File: config.mk
export PLATFORM = sky130hd
export DESIGN_NAME = float_to_fixed_pipe
export DESIGN_NICKNAME = d
export VERILOG_FILES = /design/src/rtl/cordic_pkg.sv /design/src/rtl/fixed_align_shift.sv /design/src/rtl/float_to_fixed_pipe.sv
export SDC_FILE = /design/constraint.sdc
export NUM_CORES = 1
export LEC_CHECK = 0
export CORE_MARGIN = 2
export CORE_UTILIZATION = 42
export DETAILED_ROUTE_END_ITERATION = 6
export GPL_TIMING_DRIVEN = 0
export PLACE_DENSITY = 0.63
export SLEW_MARGIN = 20
export SYNTH_ARGS = -nofsm -noshare
export SYNTH_HDL_FRONTEND = slang
export SYNTH_SLANG_ARGS = --single-unit
export TNS_END_PERCENT = 30
File: constraint.sdc
create_clock -name clk -period 9.66 [get_ports clk]
set_input_delay 2.415 -clock clk [delete_from_list [all_inputs] [get_ports clk]]
set_output_delay 2.415 -clock clk [all_outputs]
set_load 0.01 [all_outputs]
File: src/rtl/cordic_pkg.sv
// Shared float/fixed definitions for the CORDIC datapath and its float
// converters on the input and output sides.
package cordic_pkg;

    localparam int FLOAT_EXP_BIAS = 127;
    localparam int FLOAT_MANT_W   = 23;
    localparam int FLOAT_EXP_W    = 8;

    typedef struct packed {
        logic                    sign;
        logic [FLOAT_EXP_W-1:0]  exp;
        logic [FLOAT_MANT_W-1:0] frac;
    } float_t;

    typedef enum logic [1:0] {
        FC_ZERO,
        FC_NORM,
        FC_INF,
        FC_NAN
    } float_class_t;

    // Denormals fold into FC_ZERO: their value is far below one fixed LSB.
    function automatic float_class_t float_classify(input float_t f);
        float_class_t c;
        if (f.exp == '0)
            c = FC_ZERO;
        else if (f.exp == '1)
            c = (f.frac != '0) ? FC_NAN : FC_INF;
        else
            c = FC_NORM;
        return c;
    endfunction

endpackage

File: src/rtl/fixed_align_shift.sv
// Bidirectional barrel shifter that places a 24-bit float mantissa onto a
// fixed-point grid and flags results that do not fit a signed WIDTH word.
module fixed_align_shift #(
    parameter int WIDTH = 23
) (
    input  logic [23:0]       m24,
    input  logic signed [9:0] sh,
    input  logic              neg,
    output logic [WIDTH-1:0]  mag,
    output logic              ovf
);

    // The wide field holds the largest left shift (clamped to WIDTH) without
    // losing bits, so the overflow compare sees the true magnitude.
    localparam int FW = WIDTH + 24;
    localparam logic [FW-1:0] NEG_LIM = FW'(1) << (WIDTH - 1);
    localparam logic [FW-1:0] POS_LIM = NEG_LIM - FW'(1);

    logic [FW-1:0] ext;
    logic [FW-1:0] wide;
    logic [9:0]    nsh;
    logic          clamped;

    // Shift left for sh >= 0 (clamped), right with truncation for sh < 0.
    always_comb begin
        ext     = FW'(m24);
        wide    = '0;
        nsh     = '0;
        clamped = 1'b0;
        if (!sh[9]) begin
            if ($unsigned(sh) > 10'(WIDTH)) begin
                clamped = 1'b1;
                wide    = ext << WIDTH;
            end else begin
                wide = ext << $unsigned(sh);
            end
        end else begin
            nsh = 10'(-sh);
            if (nsh >= 10'd24)
                wide = '0;
            else
                wide = ext >> nsh;
        end
        // Negative side admits one extra step: -2^(WIDTH-1) is representable.
        ovf = (clamped && (m24 != '0)) || (wide > (neg ? NEG_LIM : POS_LIM));
        mag = wide[WIDTH-1:0];
    end

endmodule

File: src/rtl/float_to_fixed_pipe.sv
// Three-stage IEEE-754 single to signed Q(INTS.FRACS) converter with
// saturation, NaN/Inf flags and a global clock enable.
module float_to_fixed_pipe
    import cordic_pkg::*;
#(
    parameter int INTS  = 1,
    parameter int FRACS = 21,
    parameter int WIDTH = 1 + INTS + FRACS
) (
    input  logic             clk,
    input  logic             rst_n,
    input  logic             clk_en,
    input  logic             in_valid,
    input  logic [31:0]      floatIn,
    output logic             out_valid,
    output logic [WIDTH-1:0] fixedOut,
    output logic             ovf,
    output logic             nan
);

    localparam logic [WIDTH-1:0] SAT_POS = {1'b0, {(WIDTH-1){1'b1}}};
    localparam logic [WIDTH-1:0] SAT_NEG = {1'b1, {(WIDTH-1){1'b0}}};

    float_t       f_in;
    logic [2:0]   vld_pipe;

    // stage 1 state
    logic         s1;
    logic [7:0]   e1;
    logic [23:0]  m1;
    float_class_t cls1;

    // stage 2 state
    logic             s2;
    float_class_t     cls2;
    logic [WIDTH-1:0] mag2;
    logic             ovf2;

    logic signed [9:0] sh;
    logic [WIDTH-1:0]  sh_mag;
    logic              sh_ovf;

    assign f_in      = float_t'(floatIn);
    assign out_valid = vld_pipe[2];

    // Valid tags advance with the data; reset drops anything in flight.
    always_ff @(posedge clk or negedge rst_n) begin
        if (!rst_n)
            vld_pipe <= '0;
        else if (clk_en)
            vld_pipe <= {vld_pipe[1:0], in_valid};
    end

    // Stage 1: unpack fields, restore the hidden bit, classify.
    always_ff @(posedge clk or negedge rst_n) begin
        if (!rst_n) begin
            s1   <= 1'b0;
            e1   <= '0;
            m1   <= '0;
            cls1 <= FC_ZERO;
        end else if (clk_en && in_valid) begin
            s1   <= f_in.sign;
            e1   <= f_in.exp;
            m1   <= {f_in.exp != '0, f_in.frac};
            cls1 <= float_classify(f_in);
        end
    end

    // Distance from mantissa LSB weight (2^(e-150)) to fixed LSB weight (2^-FRACS).
    always_comb begin
        sh = 10'(e1) - 10'(FLOAT_EXP_BIAS + FLOAT_MANT_W) + 10'(FRACS);
    end

    fixed_align_shift #(.WIDTH(WIDTH)) u_align (
        .m24 (m1),
        .sh  (sh),
        .neg (s1),
        .mag (sh_mag),
        .ovf (sh_ovf)
    );

    // Stage 2: register aligned magnitude; only normals carry a magnitude.
    always_ff @(posedge clk or negedge rst_n) begin
        if (!rst_n) begin
            s2   <= 1'b0;
            cls2 <= FC_ZERO;
            mag2 <= '0;
            ovf2 <= 1'b0;
        end else if (clk_en && vld_pipe[0]) begin
            s2   <= s1;
            cls2 <= cls1;
            mag2 <= (cls1 == FC_NORM) ? sh_mag : '0;
            ovf2 <= (cls1 == FC_NORM) && sh_ovf;
        end
    end

    // Stage 3: apply sign, saturate, raise flags.
    always_ff @(posedge clk or negedge rst_n) begin
        if (!rst_n) begin
            fixedOut <= '0;
            ovf      <= 1'b0;
            nan      <= 1'b0;
        end else if (clk_en && vld_pipe[1]) begin
            if (cls2 == FC_NAN) begin
                fixedOut <= '0;
                ovf      <= 1'b0;
                nan      <= 1'b1;
            end else if (cls2 == FC_INF || ovf2) begin
                fixedOut <= s2 ? SAT_NEG : SAT_POS;
                ovf      <= 1'b1;
                nan      <= 1'b0;
            end else begin
                // -0 and -denormal arrive with mag2 == 0, so negation yields 0.
                fixedOut <= s2 ? (WIDTH'(0) - mag2) : mag2;
                ovf      <= 1'b0;
                nan      <= 1'b0;
            end
        end
    end

endmodule
# Yosys cells after proc, flatten, opt, wreduce, memory -nomap -nowiden
# Index checks and enable logic that the tools add are counted.
# op_classes
add_sub_neg	4
order_cmp	3
eq_ne	4
shift	2
muxes	17
reduce_logical	11
# op_table
op	count
$mux 47	3
$mux 23	6
$gt 47x47->1	1
$shl 24x10->47	1
$shr 24x10->47	1
$reduce_bool 24->1	1
$reduce_bool 23->1	1
$sub 1x23->23 const A	1
$add 9x6->10 const B	1
$ge 10x5->1 const B	1
$gt 10x5->1 const B	1
$neg 10->10	1
$sub 8x8->9 const B	1
$eq 8x8->1 const B	1
$logic_not 8->1	1
$reduce_bool 8->1	1
$mux 1	6
$logic_and 1x1->1	5
$eq 2x2->1 const B	2
$mux 2	2
$eq 2x1->1 const B	1
$logic_or 1x1->1	2
# totals
reg_bits	90
input_bits	36
output_inout_bits	26

# Logic depth before layout (Yosys ltp)
# depth
word_depth	9
mapped_depth	27
depth_no_buf	21

# By module
# From an unflattened synthesis, not the netlist that was laid out.
# hier_totals
hier_cells	1043
hier_area_um2	9135.0
# by_module_without_submodules
mod	instances	cells_per_inst	area_each_um2	seq_area_each_um2
float_to_fixed_pipe	1	421	4578.1	2252.2
fixed_align_shift	1	622	4556.9	0.0

# Worst setup path after synthesis
# Ideal clock, no wire load.
# synth_timing
kind	reg-to-reg
startpoint	reg e1[0]
endpoint	reg ovf2
setup_ps	146
arrival_time_ps	5167
t_required_ps	9514
path_slack_ps	4347
stages_incl_launch_ff	24
path_buffers	4
cell_sequence	dfrtp_1 > buf_2 > inv_1 > buf_1 > clkbuf_1 > ha_1 > buf_1 > nand2_1 > nor2_1 > nand2_1 > a211oi_1 > o211ai_1 > or4_4 > nand2b_4 > o22ai_1 > ha_1 > a21o_1 > a21o_1 > a21oi_1 > o21ai_0 > o31ai_1 > o41ai_1 > nor4b_1 > a41oi_1
# synth_between
elab_chain_len	9
# synth_lines
item	line_no	rtl
from (decl)	float_to_fixed_pipe.sv:29	logic [7:0] e1;
from (signal assigned)	float_to_fixed_pipe.sv:63	e1 <= f_in.exp;
$sub 8x8->9 *	float_to_fixed_pipe.sv:71	sh = 10'(e1) - 10'(FLOAT_EXP_BIAS + FLOAT_MANT_W) + 10'(FRACS);
$add 9x6->10 *	float_to_fixed_pipe.sv:71	
$neg 10->10	fixed_align_shift.sv:38	nsh = 10'(-sh);
$ge 10x5->1 / $shr 24x10->47 (equally long branches)	fixed_align_shift.sv:39, fixed_align_shift.sv:42	
$mux 47	fixed_align_shift.sv:39	if (nsh >= 10'd24)
$mux 47	fixed_align_shift.sv:30	if (!sh[9]) begin
$gt 47x47->1	fixed_align_shift.sv:45	ovf = (clamped && (m24 != '0)) || (wide > (neg ? NEG_LIM : POS_LIM));
$logic_or 1x1->1 *	fixed_align_shift.sv:45	
$logic_and 1x1->1 *	float_to_fixed_pipe.sv:93	ovf2 <= (cls1 == FC_NORM) && sh_ovf;
to (signal assigned)	float_to_fixed_pipe.sv:93	
to (decl)	float_to_fixed_pipe.sv:37	logic ovf2;
# Mark *: on every way between the ends. The rest lies on a longest branch, timed or not.
# A chain may end at the register's enable or synchronous reset.

# Final worst setup path
# Ends and elaborated chain as after synthesis.

==> load_flow_metrics.sql <==
INSERT INTO impl_metrics (metric_group, metric, value, unit) VALUES
('sta', 'rsz0062_at_grt', 'false', ''),
('clocking', 'cts_resized', '0', ''),
('clocking', 'post_cts.repair.setup_buffers', '0', ''),
('logic_synthesis', 'synth_enable_flop_cells', '0', ''),
('sta', 'setup_tns', '0', 'ps'),
('final_layout', 'fin_area', '9590', 'um2'),
('floorplanning', 'initial_utilization', '42.7', '%'),
('clocking', 'clock_path_buffers', '2', ''),
('power_and_ir_drop', 'power.sequential.fraction', '19.8', '%'),
('worst_hold_path', 'hold_path_startpoint', 'fixedOut[2]', ''),
('critical_path', 'required_time_worst_endpoint', '9880', 'ps'),
('sta', 'finalMaxSlewViolations', '0', ''),
('global_route', 'grt_overflow_total', '0', ''),
('critical_path', 'critical_path_source', 'e1[0]', ''),
('worst_hold_path', 'hold_class', 'register to register', ''),
('floorplanning', 'die-width', '145', 'um'),
('logic_synthesis', 'yosysWarningCount', '0', ''),
('floorplanning', 'design.die.area', '20900', 'um2'),
('logic_synthesis', 'synth_sequential_area_ratio', '27.2', '%'),
('clocking', 'hold_buffers', '0', ''),
('clocking', 'worstSkewPairLatency', '360', 'ps'),
('power_and_ir_drop', 'leakage', '4.00', 'nW'),
('clocking', 'tritoncts_clock_tree', 'done', ''),
('placement', 'gp_routability_congestion', '1.06', ''),
('critical_path', 'crit_type', 'register to register', ''),
('final_layout', 'final_cell_mix', 'nand2_1, dfrtp_1, a21oi_1', ''),
('floorplanning', 'die_y', '145', 'um'),
('clocking', 'cts_htree_levels', '3', ''),
('sta', 'post-route-min-period', '7260', 'ps'),
('sta', 'fin_crit_sh', '75.1', '%'),
('logic_synthesis', 'mappedNetlistNets', '1018', ''),
('global_route', 'grt_pass1_vias', '7657', ''),
('sta', 'setup_viol', '0', ''),
('drt', 'routed_wirelength', '29.4', 'mm'),
('power_and_ir_drop', 'clock_power_share', '14.3', '%'),
('logic_synthesis', 'post_synth_inst_count', '953', ''),
('sta', 'timing_hold_violations_final', '0', ''),
('drt', 'met2_wirelength', '14.1', 'mm'),
('critical_path', 'wp_data_arrival', '7470', 'ps'),
('power_and_ir_drop', 'combPwrFrac', '65.9', '%'),
('global_route', 'grt_antenna_before_repair', '0', ''),
('logic_synthesis', 'post_synth.cell_area_avg', '8.70', 'um2'),
('sta', 'worst_slew_pin_slew', '1070', 'ps'),
('drt', 'detailroute.via_count', '8184', ''),
('critical_path', 'regToRegStartpoint', 'e1[0]', ''),
('drt', 'routedLengthMet1', '12.1', 'mm'),
('clocking', 'cts.clk_slew.worst_paths', '70', 'ps'),
('placement', 'post-place-ws', '2560', 'ps'),
('drt', 'ant_nets', '0', ''),
('power_and_ir_drop', 'p_total', '2.68', 'mW'),
('power_and_ir_drop', 'switching_share', '50.8', '%'),
('placement', 'placement.cell_area', '9280', 'um2'),
('final_layout', 'diodes', '0', ''),
('logic_synthesis', 'dominantRegCellSynth', 'dfrtp_1', ''),
('drt', 'dr.first_iter.drc_count', '757', ''),
('clocking', 'clockRootBuffer', 'clkbuf_16', ''),
('drt', 'drt_drc_violations_left', '0', ''),
('power_and_ir_drop', 'p_sw', '1.36', 'mW'),
('floorplanning', 'design.core.area', '19400', 'um2'),
('run_status', 'run_status', 'completed', ''),
('drt', 'highest_layer', 'met4', ''),
('final_layout', 'utilization', '49.4', '%'),
('logic_synthesis', 'synth_area', '8290', 'um2'),
('global_route', 'grt_first_pass_wirelength', '45.4', 'mm'),
('final_layout', 'mostFrequentLayoutCell', 'nand2_1', ''),
('power_and_ir_drop', 'internal_power', '1.32', 'mW'),
('power_and_ir_drop', 'cellPowerDensity', '279', 'nW/um2'),
('critical_path', 'worst-path-max-fanout', '10', ''),
('clocking', 'cts-buffers-inserted', '9', ''),
('drt', 'route.met3.wl', '1.96', 'mm'),
('job', 'drv_cap', '0', '');
==> area by class of cell <==
| class | instances | area, um2 |
|---|---|---|
| Fill cell | 1945 | 9810 |
| Multi-Input combinational cell | 769 | 5660 |
| Sequential cell | 90 | 2250 |
| Timing Repair Buffer | 63 | 647 |
| Tap cell | 265 | 332 |
| Buffer | 76 | 313 |
| Clock buffer | 10 | 239 |
| Clock inverter | 6 | 72.6 |
| Inverter | 18 | 67.6 |
==> logic make-up after synthesis <==
family / synth area share, %
XOR/XNOR: 4.60
AND/OR/NAND/NOR: 16.9
adder cells (fa/ha/maj): 4.38
buffers and inverters: 4.59
multiplexers: 17.5
flip-flops: 27.2
AO/OA/AOI/OAI: 24.8
==> critical path, cell delays in order (launching register included) <==
cell and delay [ps]:
dfrtp_1 400, buf_2 210, inv_1 150, buf_1 570, clkbuf_1 440, ha_1 300, buf_1 510, nand2_1 200
nor2_1 520, a31oi_1 190, mux2i_1 220, nor3_2 510, nand2_1 350, o311ai_1 650, ha_1 340, nand4_1 70
nor2_1 50, a21oi_1 130, o211ai_1 150, o31ai_1 490, o41ai_1 160, nor4b_1 330, a41oi_1 150
==> per-stage QoR <==
| stage | cells | hold WS, ps |
|---|---|---|
| detailed placement | 1281 | 465 |
| CTS | 1297 | 480 |
| floorplan | 953 | 456 |
| global placement | 1279 | 459 |
| global route | 1297 | 494 |
| finish | 1297 | 473 |
==> Yosys cell counts, drive strengths merged, types with 5 or more instances <==
| library cell | number | area share, % |
|---|---|---|
| xnor2 | 14 | 1.8 |
| or4 | 5 | 0.50 |
| ha | 29 | 4.4 |
| a22o | 17 | 1.8 |
| o22ai | 15 | 1.1 |
| xor2 | 24 | 2.8 |
| nand2b | 8 | 0.78 |
| nor2 | 61 | 2.8 |
| a31oi | 16 | 1.2 |
| mux2 | 45 | 6.1 |
| o41ai | 6 | 0.63 |
| a21oi | 76 | 4.6 |
| buf | 17 | 1.1 |
| o221ai | 8 | 0.85 |
| nand2 | 97 | 4.4 |
| nand3 | 25 | 1.5 |
| mux2i | 27 | 3.3 |
| a22oi | 8 | 0.72 |
| and3 | 8 | 0.60 |
| or2 | 5 | 0.38 |
| o21a | 8 | 0.72 |
| dfrtp | 90 | 27 |
| a211oi | 6 | 0.54 |
| nand4 | 12 | 0.91 |
| mux4 | 30 | 8.1 |
| nor4 | 18 | 1.4 |
| inv | 18 | 0.81 |
| o31ai | 11 | 1.1 |
| nor3 | 26 | 1.6 |
| clkbuf | 59 | 2.7 |
| and2 | 5 | 0.38 |
| or3 | 9 | 0.68 |
| o211ai | 10 | 0.91 |
| a21o | 30 | 2.7 |
| o311ai | 6 | 0.63 |
| o21ai | 57 | 3.4 |
==> per-layer routing <==
layer  vias to the layer above  global-route usage (%)
met3                        86                    4.11
met5                         -                       0
li1                       3784                       -
met2                       390                    49.2
met4                         0                    12.6
met1                      3924                    36.2
==> power groups by stage <==
stage / Sequential [mW] / Clock [mW] / Combinational [mW]
after floorplan: 0.534 / 0 / 1.15
after global placement: 0.534 / 0 / 1.73
after detailed placement: 0.537 / 0 / 1.72
after CTS: 0.529 / 0.385 / 1.72
after global routing: 0.541 / 0.397 / 1.89
final: 0.530 / 0.381 / 1.76
==> sequential cells by signal (all words and copies together), names as in the netlist <==
| register | count |
|---|---|
| m1 | 24 |
| fixedOut | 23 |
| mag2 | 23 |
| e1 | 8 |
| vld_pipe | 3 |
| cls1 | 2 |
| cls2 | 2 |
| nan | 1 |
| ovf | 1 |
| ovf2 | 1 |
| s1 | 1 |
| s2 | 1 |
==> path summary, 6_finish.rpt <==
check	cells after the start	to	slack [ps]
min in group asynchronous	1	fixedOut[19]	1960
max in group asynchronous	2	m1[4]	7110
worst max register to register	22	ovf2	2400
worst min register to register	1	fixedOut[2]	470
worst min-delay path	1	fixedOut[2]	470
worst max-delay path	22	ovf2	2400
(Power assumes the default switching activity.)
